$ cat src/rtl/rob.sv
// Reorder buffer: 16-entry circular buffer that retires results in program order.
// Latency: allocation, CDB writes and commit all take effect at the next edge; lookup and commit outputs are combinational.
// Backpressure: rb_full from registered count stalls upstream; inst_valid while full is dropped.
//
// Ports:
//   clk, rst               clock and synchronous active-low reset
//   inst_valid/type/dest   allocation request; rb_tail is the tag it receives, rb_full blocks it
//   rd_rb_tag1/2           operand lookup tags -> rb_tag*_rdy / rb_tag*_value
//   cdb_valid/tag/data     result broadcast; cdb_mispredict marks a mispredicted branch
//   commit_*               in-order retirement of the head entry
//   mispredict/redirect_pc flush request raised while a mispredicted branch sits at the head
module rob (
  input  logic        clk,
  input  logic        rst,
  input  logic        inst_valid,
  input  logic [2:0]  inst_type,
  input  logic [6:0]  inst_dest,
  output logic [3:0]  rb_tail,
  output logic        rb_full,
  input  logic [3:0]  rd_rb_tag1,
  input  logic [3:0]  rd_rb_tag2,
  output logic        rb_tag1_rdy,
  output logic        rb_tag2_rdy,
  output logic [31:0] rb_tag1_value,
  output logic [31:0] rb_tag2_value,
  input  logic        cdb_valid,
  input  logic [3:0]  cdb_tag,
  input  logic [31:0] cdb_data,
  input  logic        cdb_mispredict,
  output logic        commit_reg_valid,
  output logic        commit_store_valid,
  output logic [6:0]  commit_dest,
  output logic [31:0] commit_value,
  output logic [3:0]  commit_tag,
  output logic        mispredict,
  output logic [31:0] redirect_pc
);

  localparam int RB_DEPTH = 16;

  localparam logic [2:0] TYPE_ALU    = 3'd0;
  localparam logic [2:0] TYPE_LOAD   = 3'd1;
  localparam logic [2:0] TYPE_STORE  = 3'd2;

  typedef struct packed {
    logic        bsy;
    logic        rdy;
    logic [2:0]  itype;
    logic [6:0]  dest;
    logic [31:0] value;
    logic        mispred;
  } entry_t;

  entry_t      ent_q [RB_DEPTH];
  entry_t      ent_d [RB_DEPTH];
  logic [3:0]  head_q, head_d;
  logic [3:0]  tail_q, tail_d;
  logic [4:0]  count_q, count_d;

  logic head_done;
  logic commit_fire;
  logic flush;
  logic head_is_reg;
  logic head_is_store;
  logic head_writes;
  logic alloc;
  logic cdb_hit;

  // ---------------------------------------------------------------------------
  // Head evaluation: a finished head either retires or, if it is a mispredicted
  // branch, raises the flush instead of committing.
  // ---------------------------------------------------------------------------
  assign head_done     = ent_q[head_q].bsy & ent_q[head_q].rdy;
  assign commit_fire   = head_done & ~ent_q[head_q].mispred;
  assign flush         = head_done &  ent_q[head_q].mispred;
  assign head_is_reg   = (ent_q[head_q].itype == TYPE_ALU) ||
                         (ent_q[head_q].itype == TYPE_LOAD);
  assign head_is_store = (ent_q[head_q].itype == TYPE_STORE);

  assign commit_reg_valid   = commit_fire & head_is_reg;
  assign commit_store_valid = commit_fire & head_is_store;

  // Branches retire silently, so their payload is kept off the commit bus.
  assign head_writes  = commit_reg_valid | commit_store_valid;
  assign commit_dest  = head_writes ? ent_q[head_q].dest  : 7'd0;
  assign commit_value = head_writes ? ent_q[head_q].value : 32'd0;
  assign commit_tag   = head_writes ? head_q              : 4'd0;

  assign mispredict  = flush;
  assign redirect_pc = flush ? ent_q[head_q].value : 32'd0;

  // ---------------------------------------------------------------------------
  // Status and lookup: read straight from the registered array. A result on
  // the CDB this cycle is not forwarded; it becomes visible after the edge.
  // ---------------------------------------------------------------------------
  assign rb_tail = tail_q;
  assign rb_full = (count_q == 5'd16);

  assign rb_tag1_rdy   = ent_q[rd_rb_tag1].bsy & ent_q[rd_rb_tag1].rdy;
  assign rb_tag2_rdy   = ent_q[rd_rb_tag2].bsy & ent_q[rd_rb_tag2].rdy;
  assign rb_tag1_value = ent_q[rd_rb_tag1].bsy ? ent_q[rd_rb_tag1].value : 32'd0;
  assign rb_tag2_value = ent_q[rd_rb_tag2].bsy ? ent_q[rd_rb_tag2].value : 32'd0;

  // Full is judged on the registered count, so a commit in the same cycle
  // does not open a slot until the following cycle.
  assign alloc   = inst_valid & ~rb_full;
  assign cdb_hit = cdb_valid & ent_q[cdb_tag].bsy;

  // ---------------------------------------------------------------------------
  // Next state
  // ---------------------------------------------------------------------------
  always_comb begin
    for (int i = 0; i < RB_DEPTH; i++) begin
      ent_d[i] = ent_q[i];
    end
    head_d  = head_q;
    tail_d  = tail_q;
    count_d = count_q;

    if (flush) begin
      // Everything younger than the branch is wrong-path; the branch itself
      // is discarded too. Same-cycle allocation and CDB writes are dropped.
      for (int i = 0; i < RB_DEPTH; i++) begin
        ent_d[i] = '0;
      end
      head_d  = 4'd0;
      tail_d  = 4'd0;
      count_d = 5'd0;
    end else begin
      // When not full the tail slot is idle, so it never collides with the
      // head being cleared or with a CDB write (which needs a busy entry).
      if (alloc) begin
        ent_d[tail_q].bsy     = 1'b1;
        ent_d[tail_q].rdy     = 1'b0;
        ent_d[tail_q].itype   = inst_type;
        ent_d[tail_q].dest    = inst_dest;
        ent_d[tail_q].value   = 32'd0;
        ent_d[tail_q].mispred = 1'b0;
        tail_d                = tail_q + 4'd1;
      end

      if (cdb_hit) begin
        ent_d[cdb_tag].rdy     = 1'b1;
        ent_d[cdb_tag].value   = cdb_data;
        ent_d[cdb_tag].mispred = cdb_mispredict;
      end

      // Applied last so a retiring head is cleared even if the CDB rewrote it.
      if (commit_fire) begin
        ent_d[head_q] = '0;
        head_d        = head_q + 4'd1;
      end

      case ({alloc, commit_fire})
        2'b10:   count_d = count_q + 5'd1;
        2'b01:   count_d = count_q - 5'd1;
        default: count_d = count_q;
      endcase
    end
  end

  // ---------------------------------------------------------------------------
  // State registers; reset dominates every other update.
  // ---------------------------------------------------------------------------
  always_ff @(posedge clk) begin
    if (!rst) begin
      for (int i = 0; i < RB_DEPTH; i++) begin
        ent_q[i] <= '0;
      end
      head_q  <= 4'd0;
      tail_q  <= 4'd0;
      count_q <= 5'd0;
    end else begin
      for (int i = 0; i < RB_DEPTH; i++) begin
        ent_q[i] <= ent_d[i];
      end
      head_q  <= head_d;
      tail_q  <= tail_d;
      count_q <= count_d;
    end
  end

endmodule

$ cat config.mk
export PLATFORM = sky130hd
export DESIGN_NAME = rob
export DESIGN_NICKNAME = d
export VERILOG_FILES = /design/src/rtl/rob.sv
export SDC_FILE = /design/constraint.sdc
export NUM_CORES = 2
export LEC_CHECK = 0
export CAP_MARGIN = 15
export CELL_PAD_IN_SITES_DETAIL_PLACEMENT = 1
export CELL_PAD_IN_SITES_GLOBAL_PLACEMENT = 1
export CORE_MARGIN = 1
export CORE_UTILIZATION = 30
export CTS_CLUSTER_SIZE = 20
export DETAILED_ROUTE_END_ITERATION = 16
export GPL_ROUTABILITY_DRIVEN = 0
export GPL_TIMING_DRIVEN = 0
export PLACE_DENSITY_LB_ADDON = 0.1
export SLEW_MARGIN = 5
export SYNTH_ARGS = -nofsm -noshare
export SYNTH_HDL_FRONTEND = slang
export SYNTH_SLANG_ARGS = --single-unit
$ cat constraint.sdc
create_clock -name clk -period 5.8 [get_ports clk]
set_clock_uncertainty 0.15 [all_clocks]
set_input_delay 1.45 -clock clk [delete_from_list [all_inputs] [get_ports clk]]
set_output_delay 1.45 -clock clk [all_outputs]
set_load 0.02 [all_outputs]
After elaboration in Yosys (flattened, before gate mapping). Memories as Yosys holds them, arrays and structs flattened. A register that Yosys moved wholly into a read port is not among the register bits. Index checks and enable logic that the tools add are counted.

Register bits after elaboration: 13. Bits in latches: 0. Bits in writable memories: 720. Memory bits (read-only): 0. Input port bits: 59. Output and inout port bits: 149. Word-level logic and storage cells: 122. Memories kept: 1.

Memory list: ent_q (depth 16, bits a word 45, read ports 20, clocked after Yosys merged registers in 1, write ports 16, line 54) `entry_t ent_q [RB_DEPTH];`.

$add $sub $neg: 4. Multipliers: 0. Div/mod/pow operators: 0. Magnitude comparators: 6. Equal/unequal tests: 5. Shifts and indexed selects: 0. Muxes and demuxes: 62. Bitwise gates (word level): 34. Reduce and logical (&&, ||, !) cells: 7.

Operator list (count): $bwmux 720 (9); $mux 720 (6); $demux 45 s4 (10); $mux 45 (18); $and 720x720->720 (1); $not 720->720 (1); $mux 32 (4); $mux 44 (2); $mux 33 (2); $mux 43 (1); $mux 40 (1); $or 1x1->1 (17); $ge 5x5->1 const B (3); $lt 5x1->1 const B (3); $not 4->5 (3); $mux 4 (3); $pmux 5 s2 (1); $and 1x1->1 (9); $add 4x1->4 const B (2); $mux 7 (1); $add 5x1->5 const B (1); $eq 5x5->1 const B (1); $sub 5x1->5 const B (1); $mux 1 (4); 10 further kinds (14).

Longest topological paths before layout.
Depth after elaboration: 22. Depth in mapped cells: 19. Gate-level depth less buffers: 14.

Worst setup path before layout. OpenSTA, ideal clock, no wires.

Kind: input-to-output. From: input port rd_rb_tag1[0]. To: output port rb_tag1_value[0]. Data arrival time: 3470 ps. Data required time: 4200 ps. Slack: 730 ps. Stages on the path: 7. Buffers on the path: 4. Cell sequence: buf_2 -> buf_2 -> clkbuf_1 -> buf_2 -> mux4_2 -> mux4_2 -> nor2b_1.

Longest elaborated chain between the ends: 2.

Ends and longest elaborated chain: from (decl) (line 20) `input logic [3:0] rd_rb_tag1,`; $mem_v2 16x45; $mux 32 (line 101) `assign rb_tag1_value = ent_q[rd_rb_tag1].bsy ? ent_q[rd_rb_tag1].value : 32'd0;`; to (decl) (line 24) `output logic [31:0] rb_tag1_value,`.

Every way passes these cells.

Final worst setup path.
From: input port rd_rb_tag2[3]. To: output port rb_tag2_value[28].

Longest elaborated chain between the ends: 2.

Ends and longest elaborated chain: from (decl) (line 21) `input logic [3:0] rd_rb_tag2,`; $mem_v2 16x45; $mux 32 (line 102) `assign rb_tag2_value = ent_q[rd_rb_tag2].bsy ? ent_q[rd_rb_tag2].value : 32'd0;`; to (decl) (line 25) `output logic [31:0] rb_tag2_value,`.

Every way passes these cells.

==> impl_metrics.env <==
export IMPL_hold_viol=0
export IMPL_io_pins=208
export IMPL_avgViaCountPerCell=6.36
export IMPL_overall_global_routing_resource_usage_pct=35.3
export IMPL_synth_seq_area_share_pct=35.9
export IMPL_violations="setup timing"
export IMPL_finalNonFillerCells=6214
export IMPL_holdBufCountCts=0
export IMPL_period_share_pct=101
export IMPL_synth_yosys_warnings=0
export IMPL_finalWorstPathRequiredPeriod_ns=5.85
export IMPL_avgRoutedWirePerCell_um=39.9
export IMPL_drt_iter0_markers=5074
export IMPL_power_per_cell_area_nw_per_um2=250
export IMPL_worstPathArrival_ns=4.25
export IMPL_fmax_ghz=0.171
export IMPL_ys_ff_latch=737
export IMPL_antenna_violations_before_repair=8
export IMPL_tritoncts="done"
export IMPL_outcome="complete, but fails checks"
export IMPL_area_growth_synth_to_final_pct=20.1
export IMPL_first_global_vias=38114
export IMPL_drt_drc_violations_left=0
export IMPL_p_switching_mw=3.37
export IMPL_worst_endpoint_required_ns=4.20
export IMPL_share_of_post_route_cells_with_drive_strength_above_1_pct=21.6
export IMPL_dpl_instance_area_sq_um=45300
export IMPL_wire_length_of_the_first_global_routing_pass_mm=331
export IMPL_fill_cells=15150
export IMPL_htree_levels=3
export IMPL_ff_latch_area_sq_um=14800
export IMPL_met1_resource_use_gr_pct=44.4
export IMPL_fin_tns_setup_ns=-0.0722
export IMPL_hp_class="reg2reg"
export IMPL_die_h_um=372
export IMPL_first_pass_iters=7
export IMPL_final_util_pct=36.4
export IMPL_synth_lib_cells_used_distinct=46
export IMPL_coreArea_sq_um=136000
export IMPL_leakagePower_nw=17.2
export IMPL_ant_nets=0
export IMPL_rrSetupSlack_ns=1.03
export IMPL_detailedPlacementHpwl_mm=172
export IMPL_sw_frac_of_total_pct=27.4
export IMPL_route_vias_total=39538
export IMPL_critPathKind="in2out"
export IMPL_io_buffer_count=155
export IMPL_critical_path_peak_fanout=10
export IMPL_cts_inserted_buffers=92
export IMPL_route_final_wire_length_mm=248
export IMPL_die_width_um=372
export IMPL_groute_layer_met2_usage_pct=53.4
export IMPL_post_route_cell_area_sq_um=49300
export IMPL_worst_slew_pin_transition_ns=1.37
export IMPL_path_clk_slew_ns=0.06
export IMPL_slew_headroom_pct=8.60
export IMPL_num_rows=135
export IMPL_whs_ns=0.305
export IMPL_power_frac_comb_pct=8.2
export IMPL_postSynthCellCount=4074
export IMPL_setup_viol=2
export IMPL_unrepaired_setup_endpoints_after_global_routing="no"
export IMPL_place_ws_ns=-1.53
export IMPL_clock_latency_ns=0.74
export IMPL_power_report_internal_total_mw=8.95
export IMPL_met3_demand_to_capacity_share_in_global_routing_pct=11.2
export IMPL_multi_input_area_sq_um=24200
export IMPL_clock_tree_buffer_depth=3
export IMPL_finalWorstSetupSlack_ns=-0.0459
export IMPL_clkSinkCount=737
export IMPL_seqPwrFrac_pct=41.4
export IMPL_num_nets_final=4426
export IMPL_clock_tree_root_cell="sky130_fd_sc_hd__clkbuf_16"
export IMPL_worstSetupStartpointType="input port"
export IMPL_synth_nets=4144
export IMPL_grt_max_degree=13
export IMPL_setup_worst_path_end_class="primary output"
export IMPL_maxCapViolCount=0
export IMPL_timing_final_max_slew_violations=0
export IMPL_synth_area_sq_um=41100
export IMPL_grt_busiest_layer="met2"
export IMPL_postSynthAreaPerCell_sq_um=10.1
export IMPL_gr_total_overflow=0
export IMPL_clkPwrFrac_pct=50.4
export IMPL_vdd_ir_drop_max_uv=209
export IMPL_totalPowerFinal_mw=12.3
export IMPL_dp_cells=6037
export IMPL_floorplan_initialDensity_pct=30.3
export IMPL_fp_dieArea_sq_um=138000
[kinds of logic (layout without fill, tap and decap cells)]
kind of cell               Yosys count  count (layout)  synth area share [%]
xor gates and xnor gates             9               9                 0.192
adders and majority gates           11              11                 0.335
AOI/OAI and AO/OA                  669             669                  9.11
buffers and inverters              520             875                  5.25
muxes                              639             639                  32.5
and+or+nand+nor                   1489            1489                  16.7
other                                0               4                     0
DFF                                737             737                  35.9
[cells in the final DEF (no fill, tap or decap), types with 5 or more instances in the layout]
cell and instances:
sky130_fd_sc_hd__buf_2 77, sky130_fd_sc_hd__nand4_1 19, sky130_fd_sc_hd__dlygate4sd2_1 7, sky130_fd_sc_hd__a21oi_1 517, sky130_fd_sc_hd__buf_1 44, sky130_fd_sc_hd__buf_8 31
sky130_fd_sc_hd__clkbuf_1 279, sky130_fd_sc_hd__ha_1 11, sky130_fd_sc_hd__buf_6 34, sky130_fd_sc_hd__buf_12 8, sky130_fd_sc_hd__mux2i_1 83, sky130_fd_sc_hd__nand3b_1 6
sky130_fd_sc_hd__nand2_1 517, sky130_fd_sc_hd__nor2_1 252, sky130_fd_sc_hd__clkbuf_4 11, sky130_fd_sc_hd__a22oi_1 133, sky130_fd_sc_hd__nand3_1 490, sky130_fd_sc_hd__clkbuf_16 98
sky130_fd_sc_hd__nor2b_1 103, sky130_fd_sc_hd__bufinv_16 8, sky130_fd_sc_hd__clkinv_2 17, sky130_fd_sc_hd__mux4_2 554, sky130_fd_sc_hd__dlymetal6s2s_1 63, sky130_fd_sc_hd__inv_1 23
sky130_fd_sc_hd__clkbuf_8 26, sky130_fd_sc_hd__and3_1 22, sky130_fd_sc_hd__nand3_2 12, sky130_fd_sc_hd__buf_4 44, sky130_fd_sc_hd__clkdlybuf4s50_1 85, sky130_fd_sc_hd__xnor2_1 5
sky130_fd_sc_hd__dfxtp_1 737, sky130_fd_sc_hd__clkbuf_2 12, sky130_fd_sc_hd__and2_1 46
[flip-flops by register name, summed over array words and instances (netlist names), named ones only]
name	flops
count_q	5
ent_q	720
head_q	4
rb_tail	4
[cell type report]
cell class                      count  share of cell area [%]
Multi-Input combinational cell   2817                    49.0
Sequential cell                   737                    29.9
Clock buffer                      139                    5.60
Buffer                            497                    5.54
Tap cell                         1781                    4.52
Timing Repair Buffer              188                    4.45
Clock inverter                     28                   0.751
Inverter                           23                   0.175
Antenna cell                        4                  0.0203
[path summary, 6_finish.rpt]
check / start / to / depth (start not counted)
max: rd_rb_tag2[3] / rb_tag2_value[28] / 5
min: ent_q[11][42]$_SDFF_PP0_ / ent_q[11][42]$_SDFF_PP0_ / 2
min reg2reg: ent_q[11][42]$_SDFF_PP0_ / ent_q[11][42]$_SDFF_PP0_ / 2
max reg2reg: register / count_q[4]$_SDFFE_PP0P_ / 18
[synthesized netlist by cell type (all sizes together)]
master  count  area [sq um]
a211oi      3          22.5
a21boi      1          7.51
a21oi     517          2590
a221o       1          10.0
a222oi      1          10.0
a22oi     133           998
and2       46           288
and3       22           138
and3b       1          8.76
and4        1          8.76
buf       210           992
clkbuf    287          1080
dfxtp     737         14800
ha         11           138
inv        23          86.3
mux2        2          22.5
mux2i      83           831
mux4      554         12500
nand2     518          1950
nand2b      1          6.26
nand3     502          2570
nand3b      7          56.3
nand4      19           119
nand4b      1          8.76
nor2      253           950
nor2b     108           676
nor3        3          15.0
nor3b       3          22.5
nor4        1          21.3
nor4bb      1          10.0
o211ai      4          50.1
o21ai       5          25.0
o21bai      1          7.51
o221ai      1          8.76
o22ai       1          6.26
o32ai       1          8.76
or3         1          6.26
or3b        1          8.76
xnor2       5          43.8
xor2        4          35.0
[per-layer routing]
metal / vias to the layer above / wire, um
met5: - / 91
met2: 2667 / 108000
met4: 10 / 16500
met1: 20519 / 95800
met3: 720 / 27200
li1: 15622 / -
[power groups by stage]
stage	sequential [mW]	clock (mW)	combinational, mW
global route	5.10	6.42	1.00
CTS	5.10	6.23	0.972
global placement	5.21	0	0.929
finish	5.10	6.21	1.01
floorplan	5.20	0	0.442
detailed placement	5.21	0	0.946
[repair_timing]
item / in CTS / in global routing
setup buffers: 3 / 0
resized for setup: 207 / 85
setup endpoints to repair: 143 / 97
pin swaps: 2 / 1
hold endpoints to repair: 0 / 0
[critical path: stages]
cell and delay [ns]:
sky130_fd_sc_hd__clkdlybuf4s15_2 0.54, sky130_fd_sc_hd__clkbuf_1 0.83, sky130_fd_sc_hd__mux4_2 0.37, sky130_fd_sc_hd__nor2b_1 0.34, sky130_fd_sc_hd__clkdlybuf4s50_1 0.68
No activity file was read; power rests on OpenSTA's default activity.
